==> src/rtl/unified_mem_arbiter.sv <==
`default_nettype none
// ============================================================================
// Module   : unified_mem_arbiter
// Purpose  : Shares one single-ported, variable-latency memory bus between
//            the instruction-fetch (IF) and data-access (MEM) pipeline stages.
//            A small FSM sequences each bus transaction, captures the returned
//            read data, and drives per-stage stall signals. MEM has priority
//            over IF. A watchdog aborts a transaction that is never acked.
// Ports    : clk, reset_x (async active-low)
//            IF side  : i_ifReq, i_ifAddr -> o_ifRdata, o_ifStall
//            MEM side : i_memReq, i_memWrite, i_memAddr, i_memWdata,
//                       i_memSize -> o_memRdata, o_memStall
//            Bus side : o_busReq, o_busWrite, o_busAddr, o_busWdata,
//                       o_busSize, i_busAck, i_busRdata
//            Status   : o_timeout (one-cycle pulse on abort)
// Options  : ARB_FETCH_BUF_EN - one-entry fetch buffer that serves repeated
//            fetches of the same address without a bus transaction.
// Revision : 1.0 - initial release
// ============================================================================
module unified_mem_arbiter #(
    parameter int unsigned TIMEOUT     = 255,
    parameter logic [31:0] RESET_RDATA = 32'h0000_0013
) (
    input  logic        clk,
    input  logic        reset_x,
    input  logic        i_ifReq,
    input  logic [31:0] i_ifAddr,
    output logic [31:0] o_ifRdata,
    output logic        o_ifStall,
    input  logic        i_memReq,
    input  logic        i_memWrite,
    input  logic [31:0] i_memAddr,
    input  logic [31:0] i_memWdata,
    input  logic [1:0]  i_memSize,
    output logic [31:0] o_memRdata,
    output logic        o_memStall,
    output logic        o_busReq,
    output logic        o_busWrite,
    output logic [31:0] o_busAddr,
    output logic [31:0] o_busWdata,
    output logic [1:0]  o_busSize,
    input  logic        i_busAck,
    input  logic [31:0] i_busRdata,
    output logic        o_timeout
);

    typedef enum logic [2:0] {
        S_IDLE     = 3'd0,
        S_IF_BUS   = 3'd1,
        S_MEM_BUS  = 3'd2,
        S_IF_DONE  = 3'd3,
        S_MEM_DONE = 3'd4
    } state_t;

    // Last watchdog value at which a missing ack aborts the transaction.
    localparam logic [15:0] c_wdog_last = 16'(TIMEOUT - 1);

    state_t      r_state;
    state_t      w_next;
    logic [15:0] r_wdog;
    logic        w_in_bus;
    logic        w_ack;
    logic        w_expire;
    logic        w_buf_hit;
    logic [31:0] w_buf_data;

    assign w_in_bus = (r_state == S_IF_BUS) || (r_state == S_MEM_BUS);
    assign w_ack    = w_in_bus && i_busAck;
    // An ack on the final allowed cycle wins over the abort.
    assign w_expire = w_in_bus && !i_busAck && (r_wdog == c_wdog_last);

`ifdef ARB_FETCH_BUF_EN
    logic        r_buf_valid;
    logic [31:0] r_buf_tag;
    logic [31:0] r_buf_data;

    always_ff @(posedge clk or negedge reset_x) begin
        if (!reset_x) begin
            r_buf_valid <= 1'b0;
            r_buf_tag   <= 32'd0;
            r_buf_data  <= 32'd0;
        end else begin
            if (r_state == S_IF_BUS && i_busAck) begin
                r_buf_valid <= 1'b1;
                r_buf_tag   <= o_busAddr;
                r_buf_data  <= i_busRdata;
            end
            // A store to the buffered address makes the cached word stale.
            if (r_state == S_IDLE && w_next == S_MEM_BUS && i_memWrite &&
                i_memAddr == r_buf_tag) begin
                r_buf_valid <= 1'b0;
            end
        end
    end

    assign w_buf_hit  = r_buf_valid && (i_ifAddr == r_buf_tag);
    assign w_buf_data = r_buf_data;
`else
    assign w_buf_hit  = 1'b0;
    assign w_buf_data = RESET_RDATA;
`endif

    // ------------------------------------------------------------------
    // FSM state register
    // ------------------------------------------------------------------
    always_ff @(posedge clk or negedge reset_x) begin
        if (!reset_x) begin
            r_state <= S_IDLE;
        end else begin
            r_state <= w_next;
        end
    end

    // ------------------------------------------------------------------
    // FSM next-state logic
    // ------------------------------------------------------------------
    always_comb begin
        w_next = r_state;
        case (r_state)
            S_IDLE: begin
                if (i_memReq) begin
                    w_next = S_MEM_BUS;
                end else if (i_ifReq) begin
                    w_next = w_buf_hit ? S_IF_DONE : S_IF_BUS;
                end
            end
            S_IF_BUS:   if (w_ack || w_expire) w_next = S_IF_DONE;
            S_MEM_BUS:  if (w_ack || w_expire) w_next = S_MEM_DONE;
            S_IF_DONE:  w_next = S_IDLE;
            S_MEM_DONE: w_next = S_IDLE;
            default:    w_next = S_IDLE;
        endcase
    end

    // ------------------------------------------------------------------
    // Watchdog: restarts on every state change, counts while on the bus
    // ------------------------------------------------------------------
    always_ff @(posedge clk or negedge reset_x) begin
        if (!reset_x) begin
            r_wdog <= 16'd0;
        end else if (w_next != r_state) begin
            r_wdog <= 16'd0;
        end else if (w_in_bus) begin
            r_wdog <= r_wdog + 16'd1;
        end
    end

    // ------------------------------------------------------------------
    // Bus request registers and read-data capture
    // ------------------------------------------------------------------
    always_ff @(posedge clk or negedge reset_x) begin
        if (!reset_x) begin
            o_busReq   <= 1'b0;
            o_busWrite <= 1'b0;
            o_busAddr  <= 32'd0;
            o_busWdata <= 32'd0;
            o_busSize  <= 2'b00;
            o_ifRdata  <= RESET_RDATA;
            o_memRdata <= 32'd0;
            o_timeout  <= 1'b0;
        end else begin
            o_timeout <= 1'b0;
            if (r_state == S_IDLE) begin
                if (w_next == S_MEM_BUS) begin
                    o_busReq   <= 1'b1;
                    o_busWrite <= i_memWrite;
                    o_busAddr  <= i_memAddr;
                    o_busWdata <= i_memWdata;
                    o_busSize  <= i_memSize;
                end else if (w_next == S_IF_BUS) begin
                    o_busReq   <= 1'b1;
                    o_busWrite <= 1'b0;
                    o_busAddr  <= i_ifAddr;
                    o_busWdata <= 32'd0;
                    o_busSize  <= 2'b10;
                end else if (w_next == S_IF_DONE) begin
                    o_ifRdata  <= w_buf_data;
                end
            end
            if (w_ack) begin
                o_busReq   <= 1'b0;
                o_busWrite <= 1'b0;
                if (r_state == S_IF_BUS) begin
                    o_ifRdata <= i_busRdata;
                end else if (!o_busWrite) begin
                    o_memRdata <= i_busRdata;
                end
            end else if (w_expire) begin
                o_busReq   <= 1'b0;
                o_busWrite <= 1'b0;
                o_timeout  <= 1'b1;
                if (r_state == S_IF_BUS) begin
                    o_ifRdata <= RESET_RDATA;
                end else begin
                    o_memRdata <= 32'd0;
                end
            end
        end
    end

    assign o_ifStall  = i_ifReq  && (r_state != S_IF_DONE);
    assign o_memStall = i_memReq && (r_state != S_MEM_DONE);

endmodule
`default_nettype wire

==> config.mk <==
export PLATFORM = sky130hd
export DESIGN_NAME = unified_mem_arbiter
export DESIGN_NICKNAME = d
export VERILOG_FILES = /design/src/rtl/unified_mem_arbiter.sv
export SDC_FILE = /design/constraint.sdc
export NUM_CORES = 1
export LEC_CHECK = 0
export CAP_MARGIN = 20
export CORE_ASPECT_RATIO = 1.25
export CORE_MARGIN = 5
export CORE_UTILIZATION = 46
export DETAILED_ROUTE_END_ITERATION = 8
export GPL_TIMING_DRIVEN = 0
export PLACE_DENSITY = 0.82
export SYNTH_ARGS = -nofsm -noshare
export SYNTH_HDL_FRONTEND = slang
export SYNTH_SLANG_ARGS = --single-unit
==> constraint.sdc <==
create_clock -name clk -period 3.8 [get_ports clk]
set_input_delay 0.57 -clock clk [delete_from_list [all_inputs] [get_ports clk]]
set_output_delay 0.57 -clock clk [all_outputs]
set_load 0.02 [all_outputs]
After elaboration in Yosys (flattened, before gate mapping)
Cells that the tools add are included.
{"block": "classes", "add_sub_neg": 1, "n_mul": 0, "n_div": 0, "order_cmp": 0, "n_eq_ne": 10, "shifts": 0, "mux": 38, "bitwise": 1, "reduce_logical": 17}
{"op": "32-bit 2-to-1 mux", "n": 17}
{"op": "16-bit 2-to-1 mux", "n": 2}
{"op": "16-bit by 1-bit adder with 16-bit output, second input constant", "n": 1}
{"op": "16-bit by 8-bit equality test with 1-bit output, second input constant", "n": 1}
{"op": "1-bit 2-to-1 mux", "n": 12}
{"op": "3-bit 2-to-1 mux", "n": 4}
{"op": "3-bit by 2-bit equality test with 1-bit output, second input constant", "n": 3}
{"op": "3-bit one-hot mux with 3 select lines", "n": 1}
{"op": "3-bit by 1-bit equality test with 1-bit output, second input constant", "n": 2}
{"op": "2-bit nonzero test", "n": 3}
{"op": "1-bit logical AND", "n": 5}
{"op": "2-bit 2-to-1 mux", "n": 2}
{"op": "2-bit AND reduction", "n": 2}
{"op": "4-bit nonzero test", "n": 1}
{"op": "3-bit zero test", "n": 1}
{"op": "3-bit by 2-bit != test with 1-bit output, second input constant", "n": 1}
{"op": "3-bit != test", "n": 1}
{"op": "3-bit != test, second input constant", "n": 1}
{"op": "3-bit AND reduction", "n": 1}
{"op": "3-bit nonzero test", "n": 1}
{"op": "1-bit logical OR", "n": 2}
{"op": "2-bit != test, second input constant", "n": 1}
{"op": "1-bit zero test", "n": 1}
{"op": "1-bit inverter", "n": 1}
{"block": "word_totals", "ff_bits": 152, "latch_bits": 0, "ram_bits": 0, "romBits": 0, "inputBits": 136, "wordCells": 77, "mem_count": 0}

Depth between registers and ports, before layout
{"block": "depth", "ltp_word": 15, "depth_mapped": 8, "mapped_depth_nobuf": 6}

Worst setup path before layout
OpenSTA, ideal clock, no wires.
{"block": "synth_path", "path_type": "reg-to-reg", "start": "register r_state[2]", "end": "register r_wdog[13]", "t_arrival_ns": 1.794, "slack_ns": 1.926, "stages_incl_launch_ff": 7, "path_buffers": 2, "synth_period_minus_slack_ns": 1.874, "cell_sequence": "dfrtp_1 -> clkbuf_1 -> nand4b_1 -> or3_1 -> clkbuf_1 -> or4b_1 -> a21oi_1"}
{"block": "synth_via", "elab_chain_len": 9}
{"item": "from (decl)", "line_no": "58", "source": "state_t r_state;"}
{"item": "from (signal assigned)", "line_no": "110", "source": "r_state <= w_next;"}
{"item": "3-bit by 1-bit equality test with 1-bit output or 3-bit by 2-bit equality test with 1-bit output (tied branches)", "line_no": "67, 119"}
{"item": "1-bit logical OR", "line_no": "67", "source": "assign w_in_bus = (r_state == S_IF_BUS) || (r_state == S_MEM_BUS);"}
{"item": "1-bit logical AND (2 in a row)", "line_no": "70", "source": "assign w_expire = w_in_bus && !i_busAck && (r_wdog == c_wdog_last);"}
{"item": "1-bit logical OR", "line_no": "127, 128"}
{"item": "3-bit 2-to-1 mux, on equally long branches", "line_no": "128, 127"}
{"item": "3-bit one-hot mux with 3 select lines", "line_no": "119", "source": "case (r_state)"}
{"item": "3-bit != test", "line_no": "141", "source": "end else if (w_next != r_state) begin"}
{"item": "16-bit 2-to-1 mux or 2-bit nonzero test (tied branches)"}
{"item": "to (signal assigned)", "line_no": "144", "source": "r_wdog <= r_wdog + 16'd1;"}
{"item": "to (decl)", "line_no": "60", "source": "logic [15:0] r_wdog;"}
Several ways; a longest one is shown, not always the timed one.
A chain may end at the register's enable or synchronous reset.

Worst setup path after layout
{"block": "layout_path", "start": "register r_state[2]", "end": "output o_ifStall"}
{"block": "layout_via", "elab_chain_len": 2}
{"item": "3-bit by 2-bit != test with 1-bit output", "line_no": "201", "source": "assign o_ifStall = i_ifReq && (r_state != S_IF_DONE);"}
{"item": "1-bit logical AND", "line_no": "201"}
{"item": "to (decl)", "line_no": "29", "source": "output logic o_ifStall,"}
No other way between the ends.

==> out/qor.yml <==
floorplan:
  coreArea_um2: 13800
  pin_count: 271
  die-area_um2: 16600
  std_cell_rows: 48
  die_h_um: 143
  die_w_um: 116
  floorplan.initialDensity: 0.469
drt:
  dr.pass1.iters: 6
  drtIter0Drc: 468
  drt_wl_total_um: 22100
  ant_nets: 0
  wire_per_inst_um: 20.5
  drc: 0
  via_per_inst: 5.60
  vias: 6036
logic_synthesis:
  yosysSeqAreaShare: 0.588
  synth_ff_type: "dfrtp_1"
  ys_ff_latch: 152
  async_reset_ff_frac: 1.00
  yosys-top-cells-count: "dfrtp_1, nand2_1, a22o_1"
  synth_fp_nets: 737
  synth_cell_types: 46
  yosys_warnings: 0
  synth-edff-count: 0
  yosys-top-cells-area: "dfrtp_1, a22o_1, nand2_1"
  syn_inst: 599
  yosysTopAreaCellShare: 0.575
  synth_most_common_cell: "dfrtp_1"
  syn_avg_cell_area_um2: 10.8
  yosysTopAreaCell: "dfrtp_1"
  synth_area_um2: 6480
run_status:
  status: "complete, no violations"
grt:
  grt_max_degree: 91
  grt_usage: 0.267
  overflow: 0
  grt_pass1_wl_um: 34300
  grt_pass1_vias: 6372
  antenna_found_initial: 0
sta:
  timing.final.crit_share: 0.749
  tns_ps: 0
  drv_slew: 0
  whs_ps: 141
  slew_headroom: 0.500
  worst_slew_pin_slew_ps: 750
  period_needed_ps: 2850
  skew_ps: 13.0
  setup_viol: 0
  rsz0062_at_grt: "false"
  final_hold_viol_count: 0
  fmax_ghz: 0.351
clock_network:
  tritoncts: "yes"
  clock_path_buffers: 2
  numCtsBuffers: 17
  cts.repair.resized: 0
  cts_sinks: 152
  post_cts_buffers: 0
  clkTransAtPathRegs_ps: 60
  htree_levels: 4
  root_buffer: "clkbuf_16"
  clk_latency_ps: 430
  hold_buffers: 0
pwr:
  power.leakage_nw: 4.53
  p_sw_frac: 0.387
  power.switching_w: 0.00316
  total_power_w: 0.00816
  pwr-share-seq: 0.314
  intPower_w: 0.00501
  p_per_area_nw_per_um2: 810
  peakVddDrop_uv: 468
  clockPowerShare: 0.224
  comb_power_share: 0.462
critical_path:
  ff2ff_setup_slack_ps: 1230
  startpoint: "r_state[2]"
  worstPathArrival_ps: 2280
  reg2reg_depth: 8
  crit_fanout: 10
  startpoint_type: "flop"
  cp_data_required_time_ps: 3230
  critPathCaptureType: "output pin"
  r2r-start: "r_state[2]"
  r2r_end: "o_busAddr[28]"
  path_class: "reg2out"
placement:
  finalWeightedCongestion: 0.911
  post-dp-hpwl_um: 17100
  place_area_um2: 9430
  place.port_buffers: 270
cells_and_area:
  diodes: 0
  fin_nets: 1027
  area_growth_pct: 55.5
  fillers: 996
  drive_above_1_share: 0.0599
  final_area_um2: 10100
hold_path:
  hold_class: "in2async"
job:
  cap_violations: 0
## per-stage QoR
stage          utilization  std cells  setup WS, ps
2_1_floorplan            -        599          1930
3_3_place_gp         0.681       1044         -3670
3_5_place_dp         0.683       1045           877
4_1_cts              0.729       1077           929
5_1_grt              0.729       1077           837
6_report             0.729       1077           954
## state kept, by name, summed over array words and instances (netlist names)
signal / flops
o_timeout: 1
o_memRdata: 32
r_state: 3
o_busAddr: 32
o_busReq: 1
o_busSize: 2
o_ifRdata: 32
r_wdog: 16
o_busWdata: 32
o_busWrite: 1
## placed cells by master (no fill, tap or decap), drive strengths merged, types with 3 or more instances in the layout
| cell | count |
|---|---|
| or2 | 3 |
| clkdlybuf4s50 | 269 |
| nor2 | 17 |
| nand2b | 4 |
| a21bo | 3 |
| dfstp | 3 |
| mux2i | 32 |
| nor4b | 3 |
| xor2 | 4 |
| xnor2 | 7 |
| o211ai | 30 |
| a22o | 62 |
| clkbuf | 50 |
| nand4 | 5 |
| clkinv | 3 |
| a21oi | 10 |
| nand3 | 6 |
| nor4 | 3 |
| or3 | 4 |
| buf | 14 |
| bufinv | 3 |
| o21ai | 38 |
| o311a | 3 |
| nand2 | 129 |
| nor3 | 7 |
| dfrtp | 149 |
| inv | 12 |
## cell type report
| cell class | count | area, um^2 | area share |
|---|---|---|---|
| sequential | 152 | 3810 | 0.378 |
| clock inverter | 14 | 204 | 0.0202 |
| timing repair buffer | 271 | 2730 | 0.271 |
| buffer | 44 | 179 | 0.0178 |
| clock buffer | 18 | 439 | 0.0436 |
| inverter | 4 | 15.0 | 0.00149 |
| tap | 175 | 219 | 0.0217 |
| multi-input combinational | 399 | 2480 | 0.246 |
## logic make-up after synthesis
| group | synth area share |
|---|---|
| AO/OA/AOI/OAI | 0.178 |
| multiplexers | 0.0512 |
| AND/OR/NAND/NOR | 0.135 |
| buffers and inverters | 0.0299 |
| adder cells (fa/ha/maj) | 0.00386 |
| flip-flops | 0.588 |
| XOR/XNOR | 0.0149 |
## critical path, cell delays in order (launching register included)
cell	delay [ps]
dfrtp_1	320
clkbuf_1	290
clkbuf_1	390
o21a_1	240
clkdlybuf4s50_1	620
## layer usage
metal | track usage | vias to the layer above | wire [um] | share of wire
met5 | 0 | - | 0 | 0
met4 | 0.0947 | 0 | 626 | 0.028
met3 | 0.0877 | 41 | 2290 | 0.10
met2 | 0.463 | 318 | 11100 | 0.50
met1 | 0.308 | 2951 | 8010 | 0.36
li1 | - | 2726 | - | -
## worst max-delay path by stage
stage                          endpoint  slack [ps]  cells after the start
final                         o_ifStall         950                      4
after global placement    o_busAddr[30]       -3670                      1
after CTS                     o_ifStall         930                      4
after global routing          o_ifStall         840                      4
after detailed placement  o_busAddr[28]         880                      7
after floorplan              r_wdog[13]        1930                      6
## power groups by stage
stage,logic (W),registers (W),clock network [W]
5_1_grt,0.00403,0.00263,0.00192
2_1_floorplan,0.00139,0.00316,0
3_5_place_dp,0.00379,0.00257,0
6_report,0.00377,0.00257,0.00183
4_1_cts,0.00380,0.00256,0.00184
3_3_place_gp,0.00366,0.00256,0
No activity file was read; power rests on OpenSTA's default activity.
